==> src/rtl/decode_issue_queue_pkg.sv <==
// Shared types for the decode issue queue: field widths, format/unit codes,
// and the packed queue entry with its pack/unpack helpers.
package decode_issue_pkg;

  localparam int ADDRESS_SIZE       = 64;
  localparam int OPCODE_WIDTH       = 6;
  localparam int REG_WIDTH          = 5;
  localparam int IMM_WIDTH          = 16;
  localparam int XOPCODE_WIDTH      = 10;
  localparam int FORMAT_INDEX_RANGE = 5;
  localparam int FU_CODE_WIDTH      = 3;

  // Instruction format codes; the codes between A and Z23 follow the ISA format table.
  localparam logic [FORMAT_INDEX_RANGE-1:0] FMT_INVALID = 5'd0;
  localparam logic [FORMAT_INDEX_RANGE-1:0] FMT_A       = 5'd1;
  localparam logic [FORMAT_INDEX_RANGE-1:0] FMT_Z23     = 5'd25;

  localparam logic [FU_CODE_WIDTH-1:0] FU_INTEGER    = 3'd0;
  localparam logic [FU_CODE_WIDTH-1:0] FU_LOAD_STORE = 3'd1;
  localparam logic [FU_CODE_WIDTH-1:0] FU_BRANCH     = 3'd2;
  localparam logic [FU_CODE_WIDTH-1:0] FU_FLOAT      = 3'd3;
  localparam logic [FU_CODE_WIDTH-1:0] FU_SYSTEM     = 3'd4;

  typedef struct packed {
    logic [ADDRESS_SIZE-1:0]       instruction_address;
    logic [OPCODE_WIDTH-1:0]       opcode;
    logic [XOPCODE_WIDTH-1:0]      x_opcode;
    logic                          x_opcode_enable;
    logic [IMM_WIDTH-1:0]          imm;
    logic                          imm_enable;
    logic [REG_WIDTH-1:0]          reg1;
    logic [REG_WIDTH-1:0]          reg2;
    logic [REG_WIDTH-1:0]          reg3;
    logic [1:0]                    reg1_use;
    logic [1:0]                    reg2_use;
    logic [1:0]                    reg3_use;
    logic                          reg1_enable;
    logic                          reg2_enable;
    logic                          reg3_enable;
    logic                          reg3_is_immediate;
    logic                          bit1;
    logic                          bit2;
    logic                          bit1_enable;
    logic                          bit2_enable;
    logic                          reg2_val_or_zero;
    logic [FU_CODE_WIDTH-1:0]      functional_unit_code;
    logic [FORMAT_INDEX_RANGE-1:0] instruction_format;
  } entry_t;

  localparam int ENTRY_WIDTH = $bits(entry_t);

  function automatic logic [ENTRY_WIDTH-1:0] pack_entry(input entry_t e);
    return e;
  endfunction

  function automatic entry_t unpack_entry(input logic [ENTRY_WIDTH-1:0] v);
    return entry_t'(v);
  endfunction

endpackage

==> src/rtl/decode_issue_queue_if.sv <==
// Decode-bus / issue-handshake bundle between the decode mux stage, the
// issue queue (slave) and the issue stage; the master is the surrounding pipeline.
interface decode_issue_queue_if #(parameter int DEPTH = 8);
  import decode_issue_pkg::*;

  localparam int CNT_W = $clog2(DEPTH) + 1;

  logic                          flush_i;
  logic                          enable_i;
  logic                          ready_i;
  logic [ADDRESS_SIZE-1:0]       instructionAddress_i, instructionAddress_o;
  logic [OPCODE_WIDTH-1:0]       opcode_i, opcode_o;
  logic [XOPCODE_WIDTH-1:0]      xOpcode_i, xOpcode_o;
  logic                          xOpcodeEnable_i, xOpcodeEnable_o;
  logic [IMM_WIDTH-1:0]          imm_i, imm_o;
  logic                          immEnable_i, immEnable_o;
  logic [REG_WIDTH-1:0]          reg1_i, reg1_o, reg2_i, reg2_o, reg3_i, reg3_o;
  logic [1:0]                    reg1Use_i, reg1Use_o, reg2Use_i, reg2Use_o, reg3Use_i, reg3Use_o;
  logic                          reg1Enable_i, reg1Enable_o, reg2Enable_i, reg2Enable_o;
  logic                          reg3Enable_i, reg3Enable_o;
  logic                          reg3IsImmediate_i, reg3IsImmediate_o;
  logic                          bit1_i, bit1_o, bit2_i, bit2_o;
  logic                          bit1Enable_i, bit1Enable_o, bit2Enable_i, bit2Enable_o;
  logic                          reg2ValOrZero_i, reg2ValOrZero_o;
  logic [FU_CODE_WIDTH-1:0]      functionalUnitCode_i, functionalUnitCode_o;
  logic [FORMAT_INDEX_RANGE-1:0] instructionFormat_i, instructionFormat_o;
  logic                          stall_o;
  logic                          overflow_o;
  logic [CNT_W-1:0]              count_o;
  logic                          valid_o;

  modport master (
    output flush_i, enable_i, ready_i, instructionAddress_i, opcode_i, xOpcode_i,
           xOpcodeEnable_i, imm_i, immEnable_i, reg1_i, reg2_i, reg3_i,
           reg1Use_i, reg2Use_i, reg3Use_i, reg1Enable_i, reg2Enable_i, reg3Enable_i,
           reg3IsImmediate_i, bit1_i, bit2_i, bit1Enable_i, bit2Enable_i,
           reg2ValOrZero_i, functionalUnitCode_i, instructionFormat_i,
    input  instructionAddress_o, opcode_o, xOpcode_o, xOpcodeEnable_o, imm_o,
           immEnable_o, reg1_o, reg2_o, reg3_o, reg1Use_o, reg2Use_o, reg3Use_o,
           reg1Enable_o, reg2Enable_o, reg3Enable_o, reg3IsImmediate_o, bit1_o,
           bit2_o, bit1Enable_o, bit2Enable_o, reg2ValOrZero_o, functionalUnitCode_o,
           instructionFormat_o, stall_o, overflow_o, count_o, valid_o
  );

  modport slave (
    input  flush_i, enable_i, ready_i, instructionAddress_i, opcode_i, xOpcode_i,
           xOpcodeEnable_i, imm_i, immEnable_i, reg1_i, reg2_i, reg3_i,
           reg1Use_i, reg2Use_i, reg3Use_i, reg1Enable_i, reg2Enable_i, reg3Enable_i,
           reg3IsImmediate_i, bit1_i, bit2_i, bit1Enable_i, bit2Enable_i,
           reg2ValOrZero_i, functionalUnitCode_i, instructionFormat_i,
    output instructionAddress_o, opcode_o, xOpcode_o, xOpcodeEnable_o, imm_o,
           immEnable_o, reg1_o, reg2_o, reg3_o, reg1Use_o, reg2Use_o, reg3Use_o,
           reg1Enable_o, reg2Enable_o, reg3Enable_o, reg3IsImmediate_o, bit1_o,
           bit2_o, bit1Enable_o, bit2Enable_o, reg2ValOrZero_o, functionalUnitCode_o,
           instructionFormat_o, stall_o, overflow_o, count_o, valid_o
  );

endinterface

==> src/rtl/decode_issue_queue_storage.sv <==
// Entry storage for the issue queue: DEPTH x WIDTH registers with one
// synchronous write port and one asynchronous read port.
module issue_queue_storage #(
  parameter int DEPTH = 8,
  parameter int WIDTH = 136
) (
  input  logic                     i_clk,
  input  logic                     i_we,
  input  logic [$clog2(DEPTH)-1:0] i_waddr,
  input  logic [WIDTH-1:0]         i_wdata,
  input  logic [$clog2(DEPTH)-1:0] i_raddr,
  output logic [WIDTH-1:0]         o_rdata
);

  logic [WIDTH-1:0] r_mem [DEPTH];

  // NOTE: the array has no reset; an entry is only ever read after it was written,
  // so clearing it would buy nothing but a wide reset fan-out.
  always_ff @(posedge i_clk) begin
    // NOTE: registered state always uses <= so every flop samples pre-edge values.
    if (i_we) r_mem[i_waddr] <= i_wdata;
  end

  assign o_rdata = r_mem[i_raddr];

endmodule

==> src/rtl/decode_issue_queue.sv <==
// In-order issue queue behind the decode mux stage, with early stall and sticky overflow.
// Optional same-cycle bypass into an empty queue: define DECODE_ISSUE_QUEUE_BYPASS_EN.
module decode_issue_queue
  import decode_issue_pkg::*;
#(
  parameter int DEPTH       = 8,
  parameter int STALL_SLACK = 2
) (
  input logic               clock_i,
  input logic               reset_i,
  decode_issue_queue_if.slave bus
);

  localparam int PTR_W = $clog2(DEPTH);
  localparam int CNT_W = PTR_W + 1;
  localparam logic [CNT_W-1:0] FULL_LEVEL  = CNT_W'(DEPTH);
  localparam logic [CNT_W-1:0] STALL_LEVEL = CNT_W'(DEPTH - STALL_SLACK);

  logic [PTR_W-1:0]       r_wr_ptr, r_rd_ptr;
  logic [CNT_W-1:0]       r_count, w_count_next;
  logic                   r_stall, r_overflow;
  logic                   w_empty, w_full, w_valid, w_pop, w_push, w_drop, w_we;
  logic [ENTRY_WIDTH-1:0] w_rd_data;
  entry_t                 w_in_entry, w_head_entry, w_out_entry, w_out_masked;

  assign w_in_entry = '{
    instruction_address:  bus.instructionAddress_i, opcode: bus.opcode_i,
    x_opcode:             bus.xOpcode_i,            x_opcode_enable: bus.xOpcodeEnable_i,
    imm:                  bus.imm_i,                imm_enable: bus.immEnable_i,
    reg1:                 bus.reg1_i,  reg2: bus.reg2_i,  reg3: bus.reg3_i,
    reg1_use:             bus.reg1Use_i, reg2_use: bus.reg2Use_i, reg3_use: bus.reg3Use_i,
    reg1_enable:          bus.reg1Enable_i, reg2_enable: bus.reg2Enable_i,
    reg3_enable:          bus.reg3Enable_i, reg3_is_immediate: bus.reg3IsImmediate_i,
    bit1:                 bus.bit1_i, bit2: bus.bit2_i,
    bit1_enable:          bus.bit1Enable_i, bit2_enable: bus.bit2Enable_i,
    reg2_val_or_zero:     bus.reg2ValOrZero_i,
    functional_unit_code: bus.functionalUnitCode_i,
    instruction_format:   bus.instructionFormat_i
  };

  issue_queue_storage #(.DEPTH(DEPTH), .WIDTH(ENTRY_WIDTH)) u_storage (
    .i_clk   (clock_i),
    .i_we    (w_we),
    .i_waddr (r_wr_ptr),
    .i_wdata (pack_entry(w_in_entry)),
    .i_raddr (r_rd_ptr),
    .o_rdata (w_rd_data)
  );

  assign w_head_entry = unpack_entry(w_rd_data);
  assign w_empty      = (r_count == '0);
  assign w_full       = (r_count == FULL_LEVEL);

`ifdef DECODE_ISSUE_QUEUE_BYPASS_EN
  logic w_bypass;
  // An instruction arriving at an empty queue is offered straight to issue; it is
  // only written when issue does not take it this cycle.
  assign w_bypass    = w_empty & bus.enable_i;
  assign w_valid     = ~w_empty | w_bypass;
  assign w_pop       = ~w_empty & bus.ready_i;
  assign w_push      = bus.enable_i & (~w_full | w_pop) & ~(w_bypass & bus.ready_i);
  assign w_out_entry = w_bypass ? w_in_entry : w_head_entry;
`else
  assign w_valid     = ~w_empty;
  assign w_pop       = w_valid & bus.ready_i;
  assign w_push      = bus.enable_i & (~w_full | w_pop);
  assign w_out_entry = w_head_entry;
`endif

  assign w_we   = w_push & ~bus.flush_i;
  assign w_drop = bus.enable_i & w_full & ~w_pop & ~bus.flush_i;

  always_comb begin
    // NOTE: default first so no path through this block can infer a latch.
    w_count_next = r_count;
    if (bus.flush_i) w_count_next = '0;
    else             w_count_next = r_count + CNT_W'(w_push) - CNT_W'(w_pop);
  end

  always_ff @(posedge clock_i) begin
    if (reset_i) begin
      r_wr_ptr   <= '0;
      r_rd_ptr   <= '0;
      r_count    <= '0;
      r_stall    <= 1'b0;
      r_overflow <= 1'b0;
    end else begin
      r_count <= w_count_next;
      // Stall is raised early so instructions already in decode still find a slot.
      r_stall <= (w_count_next >= STALL_LEVEL);
      if (bus.flush_i) begin
        r_wr_ptr <= '0;
        r_rd_ptr <= '0;
      end else begin
        if (w_push) r_wr_ptr <= r_wr_ptr + PTR_W'(1);
        if (w_pop)  r_rd_ptr <= r_rd_ptr + PTR_W'(1);
      end
      if (w_drop) r_overflow <= 1'b1;
    end
  end

  assign w_out_masked = w_valid ? w_out_entry : '0;

  assign bus.valid_o              = w_valid;
  assign bus.count_o              = r_count;
  assign bus.stall_o              = r_stall;
  assign bus.overflow_o           = r_overflow;
  assign bus.instructionAddress_o = w_out_masked.instruction_address;
  assign bus.opcode_o             = w_out_masked.opcode;
  assign bus.xOpcode_o            = w_out_masked.x_opcode;
  assign bus.xOpcodeEnable_o      = w_out_masked.x_opcode_enable;
  assign bus.imm_o                = w_out_masked.imm;
  assign bus.immEnable_o          = w_out_masked.imm_enable;
  assign bus.reg1_o               = w_out_masked.reg1;
  assign bus.reg2_o               = w_out_masked.reg2;
  assign bus.reg3_o               = w_out_masked.reg3;
  assign bus.reg1Use_o            = w_out_masked.reg1_use;
  assign bus.reg2Use_o            = w_out_masked.reg2_use;
  assign bus.reg3Use_o            = w_out_masked.reg3_use;
  assign bus.reg1Enable_o         = w_out_masked.reg1_enable;
  assign bus.reg2Enable_o         = w_out_masked.reg2_enable;
  assign bus.reg3Enable_o         = w_out_masked.reg3_enable;
  assign bus.reg3IsImmediate_o    = w_out_masked.reg3_is_immediate;
  assign bus.bit1_o               = w_out_masked.bit1;
  assign bus.bit2_o               = w_out_masked.bit2;
  assign bus.bit1Enable_o         = w_out_masked.bit1_enable;
  assign bus.bit2Enable_o         = w_out_masked.bit2_enable;
  assign bus.reg2ValOrZero_o      = w_out_masked.reg2_val_or_zero;
  assign bus.functionalUnitCode_o = w_out_masked.functional_unit_code;
  assign bus.instructionFormat_o  = w_out_masked.instruction_format;

endmodule

==> src/flat_wrapper.sv <==
// flat-port wrapper written by rule: the top's interface ports become plain ports
module decode_issue_queue_flat import decode_issue_pkg::*;
#(
  parameter int DEPTH       = 8,
  parameter int STALL_SLACK = 2
)
  (clock_i, reset_i, bus_flush_i, bus_enable_i, bus_ready_i, bus_instructionAddress_i, bus_opcode_i, bus_xOpcode_i, bus_xOpcodeEnable_i, bus_imm_i, bus_immEnable_i, bus_reg1_i, bus_reg2_i, bus_reg3_i, bus_reg1Use_i, bus_reg2Use_i, bus_reg3Use_i, bus_reg1Enable_i, bus_reg2Enable_i, bus_reg3Enable_i, bus_reg3IsImmediate_i, bus_bit1_i, bus_bit2_i, bus_bit1Enable_i, bus_bit2Enable_i, bus_reg2ValOrZero_i, bus_functionalUnitCode_i, bus_instructionFormat_i, bus_instructionAddress_o, bus_opcode_o, bus_xOpcode_o, bus_xOpcodeEnable_o, bus_imm_o, bus_immEnable_o, bus_reg1_o, bus_reg2_o, bus_reg3_o, bus_reg1Use_o, bus_reg2Use_o, bus_reg3Use_o, bus_reg1Enable_o, bus_reg2Enable_o, bus_reg3Enable_o, bus_reg3IsImmediate_o, bus_bit1_o, bus_bit2_o, bus_bit1Enable_o, bus_bit2Enable_o, bus_reg2ValOrZero_o, bus_functionalUnitCode_o, bus_instructionFormat_o, bus_stall_o, bus_overflow_o, bus_count_o, bus_valid_o);
  decode_issue_queue_if #(.DEPTH(DEPTH)) bus_i ();
  input logic clock_i;
  input logic reset_i;
  input wire logic [$bits(bus_i.flush_i)-1:0] bus_flush_i;
  input wire logic [$bits(bus_i.enable_i)-1:0] bus_enable_i;
  input wire logic [$bits(bus_i.ready_i)-1:0] bus_ready_i;
  input wire logic [$bits(bus_i.instructionAddress_i)-1:0] bus_instructionAddress_i;
  input wire logic [$bits(bus_i.opcode_i)-1:0] bus_opcode_i;
  input wire logic [$bits(bus_i.xOpcode_i)-1:0] bus_xOpcode_i;
  input wire logic [$bits(bus_i.xOpcodeEnable_i)-1:0] bus_xOpcodeEnable_i;
  input wire logic [$bits(bus_i.imm_i)-1:0] bus_imm_i;
  input wire logic [$bits(bus_i.immEnable_i)-1:0] bus_immEnable_i;
  input wire logic [$bits(bus_i.reg1_i)-1:0] bus_reg1_i;
  input wire logic [$bits(bus_i.reg2_i)-1:0] bus_reg2_i;
  input wire logic [$bits(bus_i.reg3_i)-1:0] bus_reg3_i;
  input wire logic [$bits(bus_i.reg1Use_i)-1:0] bus_reg1Use_i;
  input wire logic [$bits(bus_i.reg2Use_i)-1:0] bus_reg2Use_i;
  input wire logic [$bits(bus_i.reg3Use_i)-1:0] bus_reg3Use_i;
  input wire logic [$bits(bus_i.reg1Enable_i)-1:0] bus_reg1Enable_i;
  input wire logic [$bits(bus_i.reg2Enable_i)-1:0] bus_reg2Enable_i;
  input wire logic [$bits(bus_i.reg3Enable_i)-1:0] bus_reg3Enable_i;
  input wire logic [$bits(bus_i.reg3IsImmediate_i)-1:0] bus_reg3IsImmediate_i;
  input wire logic [$bits(bus_i.bit1_i)-1:0] bus_bit1_i;
  input wire logic [$bits(bus_i.bit2_i)-1:0] bus_bit2_i;
  input wire logic [$bits(bus_i.bit1Enable_i)-1:0] bus_bit1Enable_i;
  input wire logic [$bits(bus_i.bit2Enable_i)-1:0] bus_bit2Enable_i;
  input wire logic [$bits(bus_i.reg2ValOrZero_i)-1:0] bus_reg2ValOrZero_i;
  input wire logic [$bits(bus_i.functionalUnitCode_i)-1:0] bus_functionalUnitCode_i;
  input wire logic [$bits(bus_i.instructionFormat_i)-1:0] bus_instructionFormat_i;
  output wire logic [$bits(bus_i.instructionAddress_o)-1:0] bus_instructionAddress_o;
  output wire logic [$bits(bus_i.opcode_o)-1:0] bus_opcode_o;
  output wire logic [$bits(bus_i.xOpcode_o)-1:0] bus_xOpcode_o;
  output wire logic [$bits(bus_i.xOpcodeEnable_o)-1:0] bus_xOpcodeEnable_o;
  output wire logic [$bits(bus_i.imm_o)-1:0] bus_imm_o;
  output wire logic [$bits(bus_i.immEnable_o)-1:0] bus_immEnable_o;
  output wire logic [$bits(bus_i.reg1_o)-1:0] bus_reg1_o;
  output wire logic [$bits(bus_i.reg2_o)-1:0] bus_reg2_o;
  output wire logic [$bits(bus_i.reg3_o)-1:0] bus_reg3_o;
  output wire logic [$bits(bus_i.reg1Use_o)-1:0] bus_reg1Use_o;
  output wire logic [$bits(bus_i.reg2Use_o)-1:0] bus_reg2Use_o;
  output wire logic [$bits(bus_i.reg3Use_o)-1:0] bus_reg3Use_o;
  output wire logic [$bits(bus_i.reg1Enable_o)-1:0] bus_reg1Enable_o;
  output wire logic [$bits(bus_i.reg2Enable_o)-1:0] bus_reg2Enable_o;
  output wire logic [$bits(bus_i.reg3Enable_o)-1:0] bus_reg3Enable_o;
  output wire logic [$bits(bus_i.reg3IsImmediate_o)-1:0] bus_reg3IsImmediate_o;
  output wire logic [$bits(bus_i.bit1_o)-1:0] bus_bit1_o;
  output wire logic [$bits(bus_i.bit2_o)-1:0] bus_bit2_o;
  output wire logic [$bits(bus_i.bit1Enable_o)-1:0] bus_bit1Enable_o;
  output wire logic [$bits(bus_i.bit2Enable_o)-1:0] bus_bit2Enable_o;
  output wire logic [$bits(bus_i.reg2ValOrZero_o)-1:0] bus_reg2ValOrZero_o;
  output wire logic [$bits(bus_i.functionalUnitCode_o)-1:0] bus_functionalUnitCode_o;
  output wire logic [$bits(bus_i.instructionFormat_o)-1:0] bus_instructionFormat_o;
  output wire logic [$bits(bus_i.stall_o)-1:0] bus_stall_o;
  output wire logic [$bits(bus_i.overflow_o)-1:0] bus_overflow_o;
  output wire logic [$bits(bus_i.count_o)-1:0] bus_count_o;
  output wire logic [$bits(bus_i.valid_o)-1:0] bus_valid_o;
  assign bus_i.flush_i = bus_flush_i;
  assign bus_i.enable_i = bus_enable_i;
  assign bus_i.ready_i = bus_ready_i;
  assign bus_i.instructionAddress_i = bus_instructionAddress_i;
  assign bus_i.opcode_i = bus_opcode_i;
  assign bus_i.xOpcode_i = bus_xOpcode_i;
  assign bus_i.xOpcodeEnable_i = bus_xOpcodeEnable_i;
  assign bus_i.imm_i = bus_imm_i;
  assign bus_i.immEnable_i = bus_immEnable_i;
  assign bus_i.reg1_i = bus_reg1_i;
  assign bus_i.reg2_i = bus_reg2_i;
  assign bus_i.reg3_i = bus_reg3_i;
  assign bus_i.reg1Use_i = bus_reg1Use_i;
  assign bus_i.reg2Use_i = bus_reg2Use_i;
  assign bus_i.reg3Use_i = bus_reg3Use_i;
  assign bus_i.reg1Enable_i = bus_reg1Enable_i;
  assign bus_i.reg2Enable_i = bus_reg2Enable_i;
  assign bus_i.reg3Enable_i = bus_reg3Enable_i;
  assign bus_i.reg3IsImmediate_i = bus_reg3IsImmediate_i;
  assign bus_i.bit1_i = bus_bit1_i;
  assign bus_i.bit2_i = bus_bit2_i;
  assign bus_i.bit1Enable_i = bus_bit1Enable_i;
  assign bus_i.bit2Enable_i = bus_bit2Enable_i;
  assign bus_i.reg2ValOrZero_i = bus_reg2ValOrZero_i;
  assign bus_i.functionalUnitCode_i = bus_functionalUnitCode_i;
  assign bus_i.instructionFormat_i = bus_instructionFormat_i;
  assign bus_instructionAddress_o = bus_i.instructionAddress_o;
  assign bus_opcode_o = bus_i.opcode_o;
  assign bus_xOpcode_o = bus_i.xOpcode_o;
  assign bus_xOpcodeEnable_o = bus_i.xOpcodeEnable_o;
  assign bus_imm_o = bus_i.imm_o;
  assign bus_immEnable_o = bus_i.immEnable_o;
  assign bus_reg1_o = bus_i.reg1_o;
  assign bus_reg2_o = bus_i.reg2_o;
  assign bus_reg3_o = bus_i.reg3_o;
  assign bus_reg1Use_o = bus_i.reg1Use_o;
  assign bus_reg2Use_o = bus_i.reg2Use_o;
  assign bus_reg3Use_o = bus_i.reg3Use_o;
  assign bus_reg1Enable_o = bus_i.reg1Enable_o;
  assign bus_reg2Enable_o = bus_i.reg2Enable_o;
  assign bus_reg3Enable_o = bus_i.reg3Enable_o;
  assign bus_reg3IsImmediate_o = bus_i.reg3IsImmediate_o;
  assign bus_bit1_o = bus_i.bit1_o;
  assign bus_bit2_o = bus_i.bit2_o;
  assign bus_bit1Enable_o = bus_i.bit1Enable_o;
  assign bus_bit2Enable_o = bus_i.bit2Enable_o;
  assign bus_reg2ValOrZero_o = bus_i.reg2ValOrZero_o;
  assign bus_functionalUnitCode_o = bus_i.functionalUnitCode_o;
  assign bus_instructionFormat_o = bus_i.instructionFormat_o;
  assign bus_stall_o = bus_i.stall_o;
  assign bus_overflow_o = bus_i.overflow_o;
  assign bus_count_o = bus_i.count_o;
  assign bus_valid_o = bus_i.valid_o;
  decode_issue_queue #(.DEPTH(DEPTH), .STALL_SLACK(STALL_SLACK)) u_core (.clock_i(clock_i), .reset_i(reset_i), .bus(bus_i));
endmodule
==> config.mk <==
export PLATFORM = sky130hd
export DESIGN_NAME = decode_issue_queue_flat
export DESIGN_NICKNAME = d
export VERILOG_FILES = /design/src/rtl/decode_issue_queue_pkg.sv /design/src/rtl/decode_issue_queue_if.sv /design/src/rtl/decode_issue_queue_storage.sv /design/src/rtl/decode_issue_queue.sv /design/src/flat_wrapper.sv
export SDC_FILE = /design/constraint.sdc
export NUM_CORES = 1
export LEC_CHECK = 0
export BUFFER_PORTS_ARGS = -buffer_cell sky130_fd_sc_hd__buf_2
export CORE_ASPECT_RATIO = 0.5
export CORE_MARGIN = 3
export CORE_UTILIZATION = 30
export DETAILED_ROUTE_END_ITERATION = 16
export GPL_ROUTABILITY_DRIVEN = 1
export PLACE_DENSITY = 0.42
export SLEW_MARGIN = 40
export SYNTH_ARGS = -nofsm -noshare
export SYNTH_HDL_FRONTEND = slang
export SYNTH_SLANG_ARGS = --single-unit
==> constraint.sdc <==
create_clock -name clock_i -period 19.85 [get_ports clock_i]
set_input_delay 0.9925 -clock clock_i [delete_from_list [all_inputs] [get_ports clock_i]]
set_output_delay 0.9925 -clock clock_i [all_outputs]
set_load 0.05 [all_outputs]
Word level (Yosys, flattened, before mapping). Memories as Yosys holds them, arrays and structs flattened. A register that Yosys moved wholly into a read port is not among the register bits. Index checks and enable logic that the tools add are counted.

Bits in registers: 12. Memory bits (writable): 1088. Input bits: 141. Output and inout port bits: 143. Logic and storage cells: 31. Memories: 1.

Add/sub/neg operators: 4. Magnitude comparators: 1. Eq/ne operators: 1. Muxes and demuxes: 6. Bitwise logic cells: 11. Reduce and logical (&&, ||, !) cells: 2.

Memories: u_core.u_storage.r_mem (depth 8, width 136, rd ports 1, clocked after Yosys merged registers in 1, write ports 1, line decode_issue_queue_storage.sv:15) `logic [WIDTH-1:0] r_mem [DEPTH];`.

Operators with widths (count): two-way mux 136 bit (1); adder 3 x 1 -> 3 bit (second input constant) (2); AND 1 bit (6); two-way mux 3 bit (2); adder 4 x 1 -> 4 bit (1); equality test 4 bit (second input constant) (1); >= comparator 4 x 3 -> 1 bit (second input constant) (1); zero test 4 bit (1); two-way mux 4 bit (1); inverter 1 bit (4); subtractor 4 x 1 -> 4 bit (1); two-way mux 1 bit (2); OR reduction 2 bit (1); OR 1 bit (1).

Longest topological paths before layout. Gate-level depths: netlist (run 1).

Word-level depth: 9. Depth in mapped cells: 10. Depth with buffers taken out: 10.

Hierarchy. From an unflattened synthesis (run 1), not the netlist that was laid out.

Cell total of the unflattened synthesis: 1806. Area, all modules: 42364.4 µm².

Modules (own cells, without submodules): issue_queue_storage (instances 1, cells each 1584, area each 40784.1 µm², seq. area each 32671.3 µm²); decode_issue_queue (instances 1, cells each 222, area each 1580.3 µm², seq. area each 240.2 µm²).

Worst setup path after synthesis (run 1). Ideal clock, no wire load.

Kind: reg-to-reg. From: register u_core.r_count[2], in the netlist u_core.bus.count_o[2]. To: memory u_core.u_storage.r_mem[0][0] (enable). Library setup time: 1.012 ns. Data arrival time: 15.207 ns. Required time: 18.838 ns. Slack: 3.631 ns. Cell stages (with the launch flop): 6. Path buffers: 0. Period minus slack after synthesis: 16.219 ns. Path through: dfxtp_1 inv_1 ha_1 nor2b_1 o21ai_1 nor4b_1.

Word-level cells in the longest chain between the ends: 8. Elaborated cells between the ends (all ways): 10. Classes of those cells: 1 x eq/ne; 2 x mux; 6 x bitwise; 1 x reduce/logical.

RTL lines: start, declared (line decode_issue_queue.sv:20) `logic [CNT_W-1:0] r_count, w_count_next;`; start signal, assigned (line decode_issue_queue.sv:88) `r_count <= w_count_next;`; zero test 4 bit (line decode_issue_queue.sv:51) `assign w_empty = (r_count == '0);`; inverter 1 bit (line decode_issue_queue.sv:64) `assign w_valid = ~w_empty;`; AND 1 bit (line decode_issue_queue.sv:65) `assign w_pop = w_valid & bus.ready_i;`; OR 1 bit * (line decode_issue_queue.sv:66) `assign w_push = bus.enable_i & (~w_full | w_pop);`; AND 1 bit * (line decode_issue_queue.sv:66); AND 1 bit * (line decode_issue_queue.sv:70) `assign w_we = w_push & ~bus.flush_i;`; two-way mux 1 bit * (line decode_issue_queue_storage.sv:21) `if (i_we) r_mem[i_waddr] <= i_wdata;`; two-way mux 1 bit (not written as such) * (line decode_issue_queue_storage.sv:21); end, declared (line decode_issue_queue_storage.sv:15).

Every way passes the cells marked *; elsewhere a longest branch is shown, timed or not.

==> results by group, run 1 <==
Clock tree
  – TritonCTS clock tree: done
  – Post-CTS Setup Inserts: 0
  – Sink Count: 1,103
  – CTS Hold Bufs: 0
  – Clk buf depth: 3
  – CTS Root Cell: clkbuf_16
  – Skew-Pair Late Insertion Delay: 720 ps
  – Reg clk slew, reported paths: 70 ps
  – Cts bufs inserted: 105
  – H-Tree Depth: 3
  – CTS resizes: 0

Timing
  – Final hold vios: 0
  – Slew headroom: 40.14%
  – Clk_skew: 21.52 ps
  – Final Max Tran Viols: 0
  – Fmax: 178.2 MHz
  – Fin Hold WS: 479.8 ps
  – # setup viols final: 0
  – Worst-Margin Slew: 897.9 ps
  – RSZ-0062 raised after global routing: no
  – Setup tns final: 0 ps
  – Final worst path period need: 5612 ps
  – Worst setup slack after layout: 14,240 ps
  – Period utilization: 28.27%

Global routing
  – Antenna violations before repair: 20
  – Vias in the first global route: 20,190
  – Pin count of the biggest net entering global routing: 111
  – Total grt overflow: 0
  – Global-route wire length before repair: 144,000 um
  – Tot GR Track Use: 13.94%

Setup path
  – Req. time, crit path: 18,860 ps
  – R2r startpoint: u_core.bus.count_o[2]$_SDFF_PP0_
  – Max FO, Critical Path: 46
  – CP max stage cell: dfxtp_4
  – CP Capture Type: output port
  – Setup CP Type: flop to output port
  – Critical-path cell list: buf_12 > buf_6 > buf_6 > buf_4 > buf_12 > mux4_2 > a22o_1 > buf_2
  – Worst setup endpoint: bus_instructionAddress_o[43]
  – Worst reg2reg endpoint: u_core.u_storage.r_mem[7][110]$_DFFE_PP_
  – Worst R2R Setup Slack: 16,110 ps
  – Max incr delay on CP: 680 ps
  – Cells on worst reg2reg path: 7
  – CP Launch Type: flop
  – Worst Path Arrival: 4620 ps

Yosys
  – Cell variety after synth: 39
  – Top cell type's share of synthesized area: 79.24%
  – Main area contributors after synthesis: edfxtp_1 79%, mux4_2 15%, a22o_1 2.9%, dfxtp_1 0.73%, clkbuf_1 0.43%
  – Main flop type after synthesis: edfxtp_1
  – Mapped Cells: 1,680
  – Syn nets: 1,830
  – Post-synthesis instance area: 0.04123 sq mm
  – Post-synth top area cell: edfxtp_1
  – Syn Area/Cell: 24.54 sq um
  – Seq cells post-synth: 1,103
  – Post-synthesis sequential area ratio: 79.97%
  – Fraction of registers with async set/reset: 0%
  – Yosys synthesis warning count: 0
  – Post-synth EDFFs: 1,088

Place
  – Final HPWL DP: 52,520 um
  – Post-Place Cells: 3,705
  – Placer congestion estimate: 0.6850
  – Dpl ws: 14,580 ps
  – # port buffers: 283

Detailed routing
  – Via Count: 18,720
  – 1st-iter DRT viols: 1,322
  – Routed WL per cell: 25.50 um
  – Total detailed-routing wirelength: 99,570 um
  – Drt pass-1 iters: 5
  – DR vias/cell: 4.793
  – # DRC: 0
  – Antenna Violating Nets Remaining: 0

Power and ir drop
  – NetSw: 2.046 mW
  – Sw Share: 32.90%
  – Peak VDD IR: 0.08501 mV
  – Flop pwr share: 42.1%
  – Pwr Total: 6.219 mW
  – Leakage: 15.38 nW
  – Internal Power: 4.173 mW
  – Power density over the cells: 127.9 mW/mm^2
  – Comb power frac: 24.8%
  – Clock power frac: 33.1%

Finish
  – Layout area overhead: 17.95%
  – Layout cells sized above 1: 36.29%
  – Final cell count without fillers: 3,905
  – Fill cell count: 12,400
  – Total Nets Final: 2,172

Outcome
  – Status: complete, no violations

Floorplanning
  – # IOs: 284
  – Chip width: 530.3 um
  – Die height: 268.1 um
  – Die area: 0.1422 sq mm
  – Initial Utilization: 30.45%
  – Core area: 0.1354 sq mm
  – Cell Rows: 95

Flow run
  – Total of max-cap violations: 0

Hold path
  – Hold Crit Class: flop to flop
==> worst min path at each step <==
stage	startpoint	endpoint	slack (ps)	cells after the start
final	u_core.bus.overflow_o$_SDFFE_PP0P_	u_core.bus.overflow_o$_SDFFE_PP0P_	480	2
after detailed placement	u_core.bus.overflow_o$_SDFFE_PP0P_	u_core.bus.overflow_o$_SDFFE_PP0P_	460	2
after global placement	u_core.bus.overflow_o$_SDFFE_PP0P_	u_core.bus.overflow_o$_SDFFE_PP0P_	460	2
after global routing	reset_i	u_core.bus.overflow_o$_SDFFE_PP0P_	420	2
after CTS	reset_i	u_core.bus.overflow_o$_SDFFE_PP0P_	420	2
after floorplan	u_core.r_rd_ptr[2]$_SDFFE_PP0P_	flop	450	2
==> power groups by stage <==
stage	Sequential [mW]	Combinational, mW	Clock [mW]
6_report	2.62	1.54	2.06
5_1_grt	2.62	1.63	2.22
4_1_cts	2.62	1.59	2.13
3_5_place_dp	2.67	1.59	0
3_3_place_gp	2.67	1.58	0
2_1_floorplan	2.69	1.09	0
==> synthesized netlist by cell type (3+ instances only) <==
cell and instances:
edfxtp_1 1088, mux4_2 272, a22o_1 136, clkbuf_1 47, buf_2 31, dfxtp_1 15
inv_1 10, nand2_1 9, nor2_1 9, ha_1 8, buf_6 7, a21oi_1 5
buf_1 5, nor3_1 3, o211ai_1 3
==> metal layers <==
| metal | global-route usage, % | up-vias | share of wire, % |
|---|---|---|---|
| met2 | 23.44 | 329 | 50 |
| met5 | 0 | - | 0.0070 |
| met3 | 2.898 | 157 | 4.0 |
| met4 | 2.955 | 2 | 2.0 |
| met1 | 18.76 | 10210 | 44 |
| li1 | - | 8022 | - |
==> cell usage in the layout (no fill, tap or decap), types with 3 or more instances in the layout <==
cell and n:
buf_16 5, nor2_4 4, buf_12 11, nor2_1 6, o211ai_1 3, inv_1 10, edfxtp_1 1088, dfxtp_1 13
clkinv_1 21, ha_1 8, a21oi_1 5, clkinv_2 23, mux4_2 272, nand2_1 9, buf_2 283, bufinv_16 13
clkbuf_16 109, clkbuf_1 19, diode_2 3, buf_4 13, a22o_1 136, nor3_2 3, buf_6 13
==> cell families after synthesis <==
group | Yosys count | synth area share (%)
AOI/OAI and AO/OA | 152 | 3.138
xor gates and xnor gates | 1 | 0.02125
adders and majority gates | 9 | 0.2914
muxes | 274 | 14.91
buffers and inverters | 102 | 1.150
and+or+nand+nor | 39 | 0.5190
DFF | 1103 | 79.97
==> stage by stage <==
stage	util (%)	cell area [sq um]
floorplan	-	41230
global placement	33.14	44860
detailed placement	33.26	45030
CTS	35.84	48530
global route	35.91	48620
finish	35.92	48630
==> worst max-delay path: cells and delay by family, from the launching register on <==
kind,cells,cell delay [ps]
muxes,1,530
buffers and inverters,6,2320
AOI/OAI and AO/OA,1,290
DFF,1,680
==> state kept, by name, indices dropped and copies added (netlist names), named ones only <==
signal	cells
u_core.bus.count_o	4
u_core.r_wr_ptr	3
u_core.r_rd_ptr	3
u_core.bus.stall_o	1
u_core.u_storage.r_mem	1088
u_core.bus.overflow_o	1
==> final cells by class <==
| type | instances | area (sq um) | area share, % |
|---|---|---|---|
| clock inverters | 65 | 694.4 | 1.428 |
| flip-flops and latches | 1103 | 32980 | 67.82 |
| diodes | 3 | 7.507 | 0.01544 |
| well taps | 1794 | 2245 | 4.616 |
| clock buffers | 128 | 2799 | 5.756 |
| inverters | 12 | 45.04 | 0.09263 |
| repair buffers | 325 | 2018 | 4.150 |
| multi-input cells | 475 | 7840 | 16.12 |
No activity file was read; power rests on OpenSTA's default activity.
==> run 2: changes to the inputs <==
==> constraint.sdc (replaced) <==
create_clock -name clock_i -period 5.8 [get_ports clock_i]
set_input_delay 0.29 -clock clock_i [delete_from_list [all_inputs] [get_ports clock_i]]
set_output_delay 0.29 -clock clock_i [all_outputs]
set_load 0.05 [all_outputs]
==> results by group, run 2 (same netlist as run 1, synthesis figures left out) <==
Outcome
  – Status: complete, no violations (unchanged)

Timing
  – # setup viols final: 0 (unchanged)
  – RSZ-0062 raised after global routing: no (unchanged)
  – Final worst path period need: 3602 ps
  – Final hold vios: 0 (unchanged)
  – Period utilization: 62.11%
  – Slew headroom: 45.75% (was 40.14%)
  – Worst-Margin Slew: 813.8 ps (was 897.9 ps)
  – Fin Hold WS: 394.0 ps (was 479.8 ps)
  – Worst setup slack after layout: 2198 ps (was 14,240 ps)
  – Clk_skew: 17.65 ps (was 21.52 ps)
  – Setup tns final: 0 ps (unchanged)
  – Fmax: 277.6 MHz
  – Final Max Tran Viols: 0 (unchanged)

Global routing
  – Antenna violations before repair: 2 (was 20)
  – Global-route wire length before repair: 146,800 um (was 144,000 um)
  – Tot GR Track Use: 14.12% (was 13.94%)
  – Pin count of the biggest net entering global routing: 90 (was 111)
  – Vias in the first global route: 21,010 (was 20,190)
  – Total grt overflow: 0 (unchanged)

Detailed routing
  – Routed WL per cell: 24.72 um (was 25.50 um)
  – DR vias/cell: 4.728 (was 4.793)
  – 1st-iter DRT viols: 1,292 (was 1,322)
  – Antenna Violating Nets Remaining: 0 (unchanged)
  – Via Count: 19,200 (was 18,720)
  – Total detailed-routing wirelength: 100,400 um (was 99,570 um)
  – Drt pass-1 iters: 4 (was 5)
  – # DRC: 0 (unchanged)

Floorplanning
  – Die area: 0.1422 sq mm (unchanged)
  – Cell Rows: 95 (unchanged)
  – Chip width: 530.3 um (unchanged)
  – Initial Utilization: 30.45% (unchanged)
  – Die height: 268.1 um (unchanged)
  – # IOs: 284 (unchanged)
  – Core area: 0.1354 sq mm (unchanged)

Power and ir drop
  – NetSw: 7.010 mW (was 2.046 mW)
  – Comb power frac: 25.2% (was 24.8%)
  – Clock power frac: 33.1% (about the same)
  – Peak VDD IR: 0.4314 mV (was 0.08501 mV)
  – Pwr Total: 21.53 mW (was 6.219 mW)
  – Leakage: 16.04 nW (was 15.38 nW)
  – Flop pwr share: 41.6% (was 42.1%)
  – Power density over the cells: 428.3 mW/mm^2 (was 127.9 mW/mm^2)
  – Sw Share: 32.56% (was 32.90%)
  – Internal Power: 14.52 mW (was 4.173 mW)

Place
  – DP Area: 0.04528 sq mm (was 0.04503 sq mm)
  – Post-Place Cells: 3,714 (was 3,705)
  – # port buffers: 283 (unchanged)
  – Placer congestion estimate: 0.6784 (was 0.6850)
  – Final HPWL DP: 54,300 um (was 52,520 um)
  – Dpl ws: 2819 ps (was 14,580 ps)

Clock tree
  – Post-CTS Setup Inserts: 0 (unchanged)
  – TritonCTS clock tree: done (unchanged)
  – Cts bufs inserted: 107 (was 105)
  – Sink Count: 1,103 (unchanged)
  – Reg clk slew, reported paths: 60 ps (was 70 ps)
  – CTS resizes: 0 (unchanged)
  – H-Tree Depth: 3 (unchanged)
  – CTS Hold Bufs: 141 (was 0)
  – Clk buf depth: 3 (unchanged)
  – CTS Root Cell: clkbuf_16 (unchanged)
  – Skew-Pair Late Insertion Delay: 690 ps (was 720 ps)

Finish
  – Most frequent cells in the layout: 1,088 x edfxtp_1, 283 x buf_2, 272 x mux4_2 (unchanged)
  – Total Nets Final: 2,322 (was 2,172)
  – Final cell count without fillers: 4,060 (was 3,905)
  – Final Cell Area: 0.05026 sq mm (was 0.04863 sq mm)
  – Antenna cell count: 0 (was 3)
  – Max reg flops: 1,088 (unchanged)
  – Largest register by flop count: u_core.u_storage.r_mem (unchanged)
  – Most common cell after layout, fill and taps aside: edfxtp_1 (unchanged)
  – Layout cells sized above 1: 34.42% (was 36.29%)
  – Layout area overhead: 21.92% (was 17.95%)
  – Final Core Density: 37.13% (was 35.92%)

Hold path
  – Hold path depth: 2 (unchanged)
  – Hold Crit Class: primary input to flop (was flop to flop)

Setup path
  – Req. time, crit path: 5510 ps (was 18,860 ps)
  – CP Launch Type: flop (unchanged)
  – Setup CP Type: flop to output port (unchanged)
  – CP Capture Type: output port (unchanged)
  – Critical-path cell list: inv_2 > ha_2 > nor3b_4 > inv_2 > and2_4 > buf_4 > a22o_1 > buf_2 (was buf_12 > buf_6 > buf_6 > buf_4 > buf_12 > mux4_2 > a22o_1 > buf_2)
  – Cells on worst reg2reg path: 7 (unchanged)
  – Max FO, Critical Path: 37 (was 46)
  – Max incr delay on CP: 630 ps (was 680 ps)
  – CP max stage cell: buf_4 (was dfxtp_4)
  – Worst Path Arrival: 3310 ps (was 4620 ps)
  – Most used cell along the critical path: inv_2

Flow run
  – Total of max-cap violations: 0 (unchanged)
==> run 2: path summary, 6_finish.rpt <==
kind / from / end / slack, ps
worst max-delay path: u_core.bus.count_o[2]$_SDFF_PP0_ / bus_instructionAddress_o[34] / 2200
worst min-delay path: bus_instructionFormat_i[3] / u_core.u_storage.r_mem[6][3]$_DFFE_PP_ / 390
worst max register to register: u_core.bus.count_o[2]$_SDFF_PP0_ / u_core.u_storage.r_mem[0][22]$_DFFE_PP_ / 2940
worst min register to register: u_core.r_rd_ptr[2]$_SDFFE_PP0P_ / flop / 510
==> run 2: routing by layer <==
layer | wire length [um] | part of all wire (%) | track usage, %
met2 | 50680 | 50 | 24.07
met3 | 3557 | 3.5 | 2.477
met1 | 44370 | 44 | 18.97
met4 | 1733 | 1.7 | 3.198
met5 | 27 | 0.027 | 0
==> run 2: power groups by stage <==
stage / registers [mW] / logic [mW] / clock network (mW)
2_1_floorplan: 9.18 / 3.73 / 0
3_3_place_gp: 9.15 / 5.47 / 0
3_5_place_dp: 9.14 / 5.51 / 0
4_1_cts: 8.97 / 5.63 / 7.36
5_1_grt: 8.97 / 5.74 / 7.70
6_report: 8.97 / 5.44 / 7.13
==> run 2: area by class of cell <==
class | instances | area [sq um]
fill | 12320 | 85120
tap | 1794 | 2245
timing repair buffer | 473 | 3543
multi-input combinational | 475 | 7885
inverter | 12 | 45.04
sequential | 1103 | 32990
clock inverter | 69 | 725.7
clock buffer | 134 | 2831
==> run 2: worst max-delay path: cells and delay by family, from the launching register on <==
family	cells	cell delay (ps)
AO/OA/AOI/OAI	1	330
adder cells (fa/ha/maj)	1	180
buffers and inverters	4	1040
flip-flops	1	350
AND/OR/NAND/NOR	2	640
